--- config.mk ---
export PLATFORM = sky130hd
export DESIGN_NAME = regfile_sb_flat
export DESIGN_NICKNAME = d
export VERILOG_FILES = /design/src/rtl/regfile_sb_if.sv /design/src/rtl/regfile_sb.sv /design/src/flat_wrapper.sv
export SDC_FILE = /design/constraint.sdc
export NUM_CORES = 2
export LEC_CHECK = 0
export ABC_AREA = 1
export CORE_ASPECT_RATIO = 0.7
export CORE_MARGIN = 2
export CORE_UTILIZATION = 35
export CTS_BUF_LIST = sky130_fd_sc_hd__clkbuf_16
export DETAILED_ROUTE_END_ITERATION = 6
export PLACE_DENSITY = 0.61
export SKIP_LAST_GASP = 1
export SYNTH_ARGS = -nofsm -noshare
export SYNTH_HDL_FRONTEND = slang
export SYNTH_SLANG_ARGS = --single-unit
export TNS_END_PERCENT = 20
--- constraint.sdc ---
create_clock -name clk -period 3.1 [get_ports clk]
set_input_delay 0.465 -clock clk [delete_from_list [all_inputs] [get_ports clk]]
set_output_delay 0.465 -clock clk [all_outputs]
set_load 0.05 [all_outputs]
--- src/rtl/regfile_sb_if.sv ---
// Bundle between the ID/WB pipeline side and the architectural register file.
// The master drives writeback, read requests and issue; the slave returns read data and hazards.
interface regfile_sb_if #(
  parameter int unsigned REG_W  = 32,
  parameter int unsigned ADDR_W = 5
) ();
  logic              rdy;
  logic              wb_rd_enable;
  logic [ADDR_W-1:0] wb_rd_addr;
  logic [REG_W-1:0]  wb_rd_data;
  logic              rs1_enable;
  logic [ADDR_W-1:0] rs1_addr;
  logic [REG_W-1:0]  rs1_data;
  logic              rs1_busy;
  logic              rs2_enable;
  logic [ADDR_W-1:0] rs2_addr;
  logic [REG_W-1:0]  rs2_data;
  logic              rs2_busy;
  logic              issue_enable;
  logic [ADDR_W-1:0] issue_rd_addr;
  logic              issue_full;
  logic              stall_req;

  modport master (
    output rdy,
    output wb_rd_enable, wb_rd_addr, wb_rd_data,
    output rs1_enable, rs1_addr, rs2_enable, rs2_addr,
    output issue_enable, issue_rd_addr,
    input  rs1_data, rs1_busy, rs2_data, rs2_busy,
    input  issue_full, stall_req
  );

  modport slave (
    input  rdy,
    input  wb_rd_enable, wb_rd_addr, wb_rd_data,
    input  rs1_enable, rs1_addr, rs2_enable, rs2_addr,
    input  issue_enable, issue_rd_addr,
    output rs1_data, rs1_busy, rs2_data, rs2_busy,
    output issue_full, stall_req
  );
endinterface

--- src/rtl/regfile_sb.sv ---
// Integer register file with writeback bypass on two read ports and a per-register
// pending-write scoreboard that drives the ID-stage busy/stall signals.
module regfile_sb #(
  parameter int unsigned REG_W  = 32,
  parameter int unsigned ADDR_W = 5,
  parameter int unsigned PEND_W = 2
) (
  input logic          clk,
  input logic          rst,
  regfile_sb_if.slave  rf_io
);

  localparam int unsigned NumRegs = 1 << ADDR_W;
  localparam logic [PEND_W-1:0] PendMax = '1;

  typedef logic [ADDR_W-1:0] addr_t;
  typedef logic [REG_W-1:0]  data_t;
  typedef logic [PEND_W-1:0] pend_t;

  data_t regs_q [NumRegs];
  data_t regs_d [NumRegs];
  pend_t pend_q [NumRegs];
  pend_t pend_d [NumRegs];

  logic  wb_hit;
  logic  wb_retire;
  logic  issue_nz;
  logic  issue_same_wb;
  logic  issue_full;
  logic  issue_inc;

  logic  rs_en   [2];
  addr_t rs_addr [2];
  data_t rs_data [2];
  logic  rs_busy [2];

  assign rs_en[0]   = rf_io.rs1_enable;
  assign rs_en[1]   = rf_io.rs2_enable;
  assign rs_addr[0] = rf_io.rs1_addr;
  assign rs_addr[1] = rf_io.rs2_addr;

  // A writeback only retires a scoreboard entry when one is outstanding.
  assign wb_hit        = rf_io.wb_rd_enable && (rf_io.wb_rd_addr != '0);
  assign wb_retire     = wb_hit && (pend_q[rf_io.wb_rd_addr] != '0);
  assign issue_nz      = rf_io.issue_rd_addr != '0;
  assign issue_same_wb = wb_retire && (rf_io.wb_rd_addr == rf_io.issue_rd_addr);

  // A saturated counter that retires this cycle has room for the new issue.
  assign issue_full = issue_nz && (pend_q[rf_io.issue_rd_addr] == PendMax) && !issue_same_wb;
  assign issue_inc  = rf_io.issue_enable && issue_nz && !issue_full;

  always_comb begin
    for (int p = 0; p < 2; p++) begin
      rs_data[p] = '0;
      rs_busy[p] = 1'b0;
      if (rs_en[p] && (rs_addr[p] != '0)) begin
        if (rf_io.wb_rd_enable && (rf_io.wb_rd_addr == rs_addr[p])) begin
          rs_data[p] = rf_io.wb_rd_data;
        end else begin
          rs_data[p] = regs_q[rs_addr[p]];
        end
        // Busy drops when this cycle's writeback retires the last outstanding write.
        rs_busy[p] = (pend_q[rs_addr[p]] != '0) &&
                     !((pend_q[rs_addr[p]] == pend_t'(1)) && wb_retire &&
                       (rf_io.wb_rd_addr == rs_addr[p]));
      end
    end
  end

  assign rf_io.rs1_data   = rs_data[0];
  assign rf_io.rs1_busy   = rs_busy[0];
  assign rf_io.rs2_data   = rs_data[1];
  assign rf_io.rs2_busy   = rs_busy[1];
  assign rf_io.issue_full = issue_full;
  assign rf_io.stall_req  = rs_busy[0] || rs_busy[1] || (rf_io.issue_enable && issue_full);

  always_comb begin
    regs_d = regs_q;
    pend_d = pend_q;
    if (rf_io.rdy) begin
      if (wb_hit) begin
        regs_d[rf_io.wb_rd_addr] = rf_io.wb_rd_data;
      end
      // Issue and retire on the same register cancel out.
      if (issue_inc && !issue_same_wb) begin
        pend_d[rf_io.issue_rd_addr] = pend_q[rf_io.issue_rd_addr] + pend_t'(1);
      end
      if (wb_retire && !(issue_inc && issue_same_wb)) begin
        pend_d[rf_io.wb_rd_addr] = pend_q[rf_io.wb_rd_addr] - pend_t'(1);
      end
    end
  end

  always_ff @(posedge clk) begin
    if (rst) begin
      for (int r = 0; r < NumRegs; r++) begin
        regs_q[r] <= '0;
        pend_q[r] <= '0;
      end
    end else begin
      regs_q <= regs_d;
      pend_q <= pend_d;
    end
  end

endmodule

--- src/flat_wrapper.sv ---
// flat-port wrapper written by rule: the top's interface ports become plain ports
module regfile_sb_flat 
#(
  parameter int unsigned REG_W  = 32,
  parameter int unsigned ADDR_W = 5,
  parameter int unsigned PEND_W = 2
)
  (clk, rst, rf_io_rdy, rf_io_wb_rd_enable, rf_io_wb_rd_addr, rf_io_wb_rd_data, rf_io_rs1_enable, rf_io_rs1_addr, rf_io_rs2_enable, rf_io_rs2_addr, rf_io_issue_enable, rf_io_issue_rd_addr, rf_io_rs1_data, rf_io_rs1_busy, rf_io_rs2_data, rf_io_rs2_busy, rf_io_issue_full, rf_io_stall_req);
  regfile_sb_if #(.REG_W(REG_W), .ADDR_W(ADDR_W)) rf_io_i ();
  input logic clk;
  input logic rst;
  input wire logic [$bits(rf_io_i.rdy)-1:0] rf_io_rdy;
  input wire logic [$bits(rf_io_i.wb_rd_enable)-1:0] rf_io_wb_rd_enable;
  input wire logic [$bits(rf_io_i.wb_rd_addr)-1:0] rf_io_wb_rd_addr;
  input wire logic [$bits(rf_io_i.wb_rd_data)-1:0] rf_io_wb_rd_data;
  input wire logic [$bits(rf_io_i.rs1_enable)-1:0] rf_io_rs1_enable;
  input wire logic [$bits(rf_io_i.rs1_addr)-1:0] rf_io_rs1_addr;
  input wire logic [$bits(rf_io_i.rs2_enable)-1:0] rf_io_rs2_enable;
  input wire logic [$bits(rf_io_i.rs2_addr)-1:0] rf_io_rs2_addr;
  input wire logic [$bits(rf_io_i.issue_enable)-1:0] rf_io_issue_enable;
  input wire logic [$bits(rf_io_i.issue_rd_addr)-1:0] rf_io_issue_rd_addr;
  output wire logic [$bits(rf_io_i.rs1_data)-1:0] rf_io_rs1_data;
  output wire logic [$bits(rf_io_i.rs1_busy)-1:0] rf_io_rs1_busy;
  output wire logic [$bits(rf_io_i.rs2_data)-1:0] rf_io_rs2_data;
  output wire logic [$bits(rf_io_i.rs2_busy)-1:0] rf_io_rs2_busy;
  output wire logic [$bits(rf_io_i.issue_full)-1:0] rf_io_issue_full;
  output wire logic [$bits(rf_io_i.stall_req)-1:0] rf_io_stall_req;
  assign rf_io_i.rdy = rf_io_rdy;
  assign rf_io_i.wb_rd_enable = rf_io_wb_rd_enable;
  assign rf_io_i.wb_rd_addr = rf_io_wb_rd_addr;
  assign rf_io_i.wb_rd_data = rf_io_wb_rd_data;
  assign rf_io_i.rs1_enable = rf_io_rs1_enable;
  assign rf_io_i.rs1_addr = rf_io_rs1_addr;
  assign rf_io_i.rs2_enable = rf_io_rs2_enable;
  assign rf_io_i.rs2_addr = rf_io_rs2_addr;
  assign rf_io_i.issue_enable = rf_io_issue_enable;
  assign rf_io_i.issue_rd_addr = rf_io_issue_rd_addr;
  assign rf_io_rs1_data = rf_io_i.rs1_data;
  assign rf_io_rs1_busy = rf_io_i.rs1_busy;
  assign rf_io_rs2_data = rf_io_i.rs2_data;
  assign rf_io_rs2_busy = rf_io_i.rs2_busy;
  assign rf_io_issue_full = rf_io_i.issue_full;
  assign rf_io_stall_req = rf_io_i.stall_req;
  regfile_sb #(.REG_W(REG_W), .ADDR_W(ADDR_W), .PEND_W(PEND_W)) u_core (.clk(clk), .rst(rst), .rf_io(rf_io_i));
endmodule
==> metrics <==
Yosys reg bits between 1000 and 1500; Min-Delay Path Class in2reg; CP max FO 37; syn nets 9602; core footprint 0.1744 mm2; placed inst area between 0.06 and 0.07 mm2; R2R cell count 21; Mapped Area 0.06163 mm2; Setup WS post-layout -0.1127 ns; Die H 355.1 um; CTS tree done; CP Cell Sequence buf_8 > buf_12 > buf_4 > nand2_1 > o211ai_1 > nand3_1 > nand3_1 > nand3_1 > o21ai_0 > buf_4 > a21oi_1 > buf_12; Clock Tree Buf Depth 3; WS Path Type in2out; R2R setup slack 0.19 ns; Root Driver clkbuf_16; cell family with most CP delay buffers and inverters; Flop pwr share 42.4%; Worst Tran Pin Value 1.087 ns; H-tree depth 3; layout cells sized above 1 around 12%; vias per inst 5.900; clk_lat worst skew around 0.79 ns; synth top area cells dfxtp_1, nand2_1, a21oi_1; VDD IR max 509.9 uV; Post-Syn Instances 9541; Final #Nets roughly 9600; failing checks setup timing; Die ar. 0.1795 mm2; Crit-path slowest cell o21ai_0; PortBufs 126; Cell variety after synth 44; period utilisation layout 103.6%; Reg2Reg Launch Point u_core.pend_q[60]; number of global-route vias before repair about 63000; DRC Markers 0; kind of end point of the critical path output pin; total wire length slightly below 300000 um; status finished, violations left; Routability Congestion slightly below 1; CTS buffer count around 110; CTS Sinks 1088; CTS Hold Bufs 0; P_sw 10.07 mW; worst hold slack 0.2150 ns; I/O pin cnt approximately 130; hold depth 2; first-pass GRT wire length 428600 um; Tot Pwr around 33 mW; area grow syn2layout 20.00%; CP most frequent cell nand3_1; final non-filler cell total approximately 12000; Reg clk slew, reported paths about 0.07 ns; Min-Delay Endpoint u_core.regs_q[672]; GRT overflow 0; CP arrival 2.75 ns; Net Sw Frac a little under a third; max_slew headroom around 28%; Synth top area share 35.34%; post-route ant nets 0; post-DR wirelength/cell about 25 um; dpl cells ~12000; largest net degree at the start of global routing 118; via count a little over 70000; commonest non-fill, non-tap cells in the layout nand2_1, a21oi_1, o21ai_0, dfxtp_1, nor2_1; die width around 510 um; hpwl dp just under 200000 um; Initial DRC Count roughly 11000; leading area contributor after synthesis dfxtp_1; PwrDens between 400 and 500 mW/mm2; initial core utilization a little over a third; Mean Syn Cell Area 6.459 um2; RR Endpoint u_core.pend_q[16]; RSZ-0062 raised after global routing yes; hold wc startpoint rst; Comb pwr share 16.1%; post-route minimum period roughly 3.2 ns; DP Worst Slack -0.4501 ns; Pint between 20 and 25 mW; drt first pass iters 7; max_cap viols 0; Global Route Usage Sum 31.48%; Max Freq a little over 0.3 GHz; setup violators final 9; initial antenna violation count 9; sequential share of the synthesized area 35.34%; CP Launch Type input pin; Hold Fails Final Rpt 0; final slew viol count 0; static leakage between 20 and 30 nW; CP Launch Point rf_io_rs2_addr[0]; Clock Skew 0.03689 ns; row cnt 128; design area around 0.074 mm2; Syn. warnings 0; slowest stage delay, CP a little under 0.4 ns; Critical Path RT ~2.6 ns; # fillers about 18000; power share of the clock group around 41%; most common cell after layout, fill and taps aside nand2_1; Buf/Inv on CP 5
power by group through the flow:
stage | combinational (mW) | sequential, mW | clock (mW)
after floorplan | 2.70 | 14.4 | 0
after global placement | 5.12 | 14.4 | 0
after detailed placement | 5.14 | 14.4 | 0
after CTS | 5.17 | 14.1 | 13.8
after global routing | 5.60 | 14.1 | 14.4
final | 5.35 | 14.1 | 13.7
stage by stage:
step,util [%],setup TNS [ns]
2_1_floorplan,-,0
3_3_place_gp,40.07,-33.76
3_5_place_dp,40.07,-42.35
4_1_cts,42.37,-0.1799
5_1_grt,42.40,-2.322
6_report,42.40,-0.4727
registers in the layout (all words and copies together) (netlist names):
name	cells
u_core.regs_q	1024
u_core.pend_q	64
worst max-delay path by stage:
stage                          to  cells after the start
3_5_place_dp    u_core.pend_q[50]                     19
6_report       rf_io_rs2_data[15]                     12
5_1_grt           rf_io_stall_req                     17
3_3_place_gp    u_core.pend_q[60]                     19
2_1_floorplan     rf_io_stall_req                     18
4_1_cts           rf_io_stall_req                     17
logic make-up after synthesis:
group	after synthesis	synth area share, %
buffers and inverters	1589	10.49
AO/OA/AOI/OAI	3211	30.19
AND/OR/NAND/NOR	3643	23.82
flip-flops	1088	35.34
XOR/XNOR	8	0.1137
adder cells (fa/ha/maj)	2	0.04060
Yosys cell counts, drive strengths merged:
cell,n
nand2,2333
a21oi,1213
dfxtp,1088
o21ai,1086
nor2,816
inv,676
clkbuf,564
a211oi,429
nand3,427
buf,346
o211ai,282
o22ai,97
o221ai,60
nand4,52
o2111ai,13
a221oi,10
nor3,10
a22oi,8
o31ai,6
xor2,6
clkinv,3
o211a,3
o311ai,3
and3,2
ha,2
nor4,2
xnor2,2
a31oi,1
or2,1
what timing repair did:
action / in CTS / in global routing
setup endpoints to repair: 64 / 76
pin swaps: 14 / 13
setup buffers: 29 / 0
gates resized for setup: 154 / 25
cloned: 0 / 0
area by class of cell:
| class | count | area [um2] | area share (%) |
|---|---|---|---|
| multi-input combinational | 6864 | 33640 | 45.50 |
| inverter | 679 | 2604 | 3.521 |
| clock buffer | 112 | 2803 | 3.790 |
| antenna | 3 | 7.507 | 0.01015 |
| sequential | 1088 | 21890 | 29.61 |
| clock inverter | 94 | 734.5 | 0.9932 |
| tap | 2340 | 2928 | 3.959 |
| timing repair buffer | 769 | 9335 | 12.62 |
worst register-to-register path, stage by stage (launching register included):
cell and delay, ns:
dfxtp_4 0.36, inv_6 0.08, nor2_2 0.04, a21oi_2 0.09, nand2_1 0.07, nand2_2 0.08
nand2_1 0.05, nor2_1 0.11, nand2_1 0.10, buf_4 0.14, buf_4 0.12, buf_4 0.12
buf_4 0.12, buf_4 0.12, buf_4 0.12, buf_4 0.12, buf_4 0.12, buf_4 0.12
buf_4 0.29, a21oi_1 0.25, nand2_1 0.09, a21oi_1 0.12
per-layer routing:
layer | up-vias | track usage (%) | wire length (um)
met3 | 842 | 8.490 | 39880
li1 | 32150 | - | -
met2 | 4818 | 44.13 | 117700
met1 | 32680 | 44.28 | 122800
met4 | 10 | 14.97 | 15500
met5 | - | 0 | 71
Power figures use the tool's default switching activity.
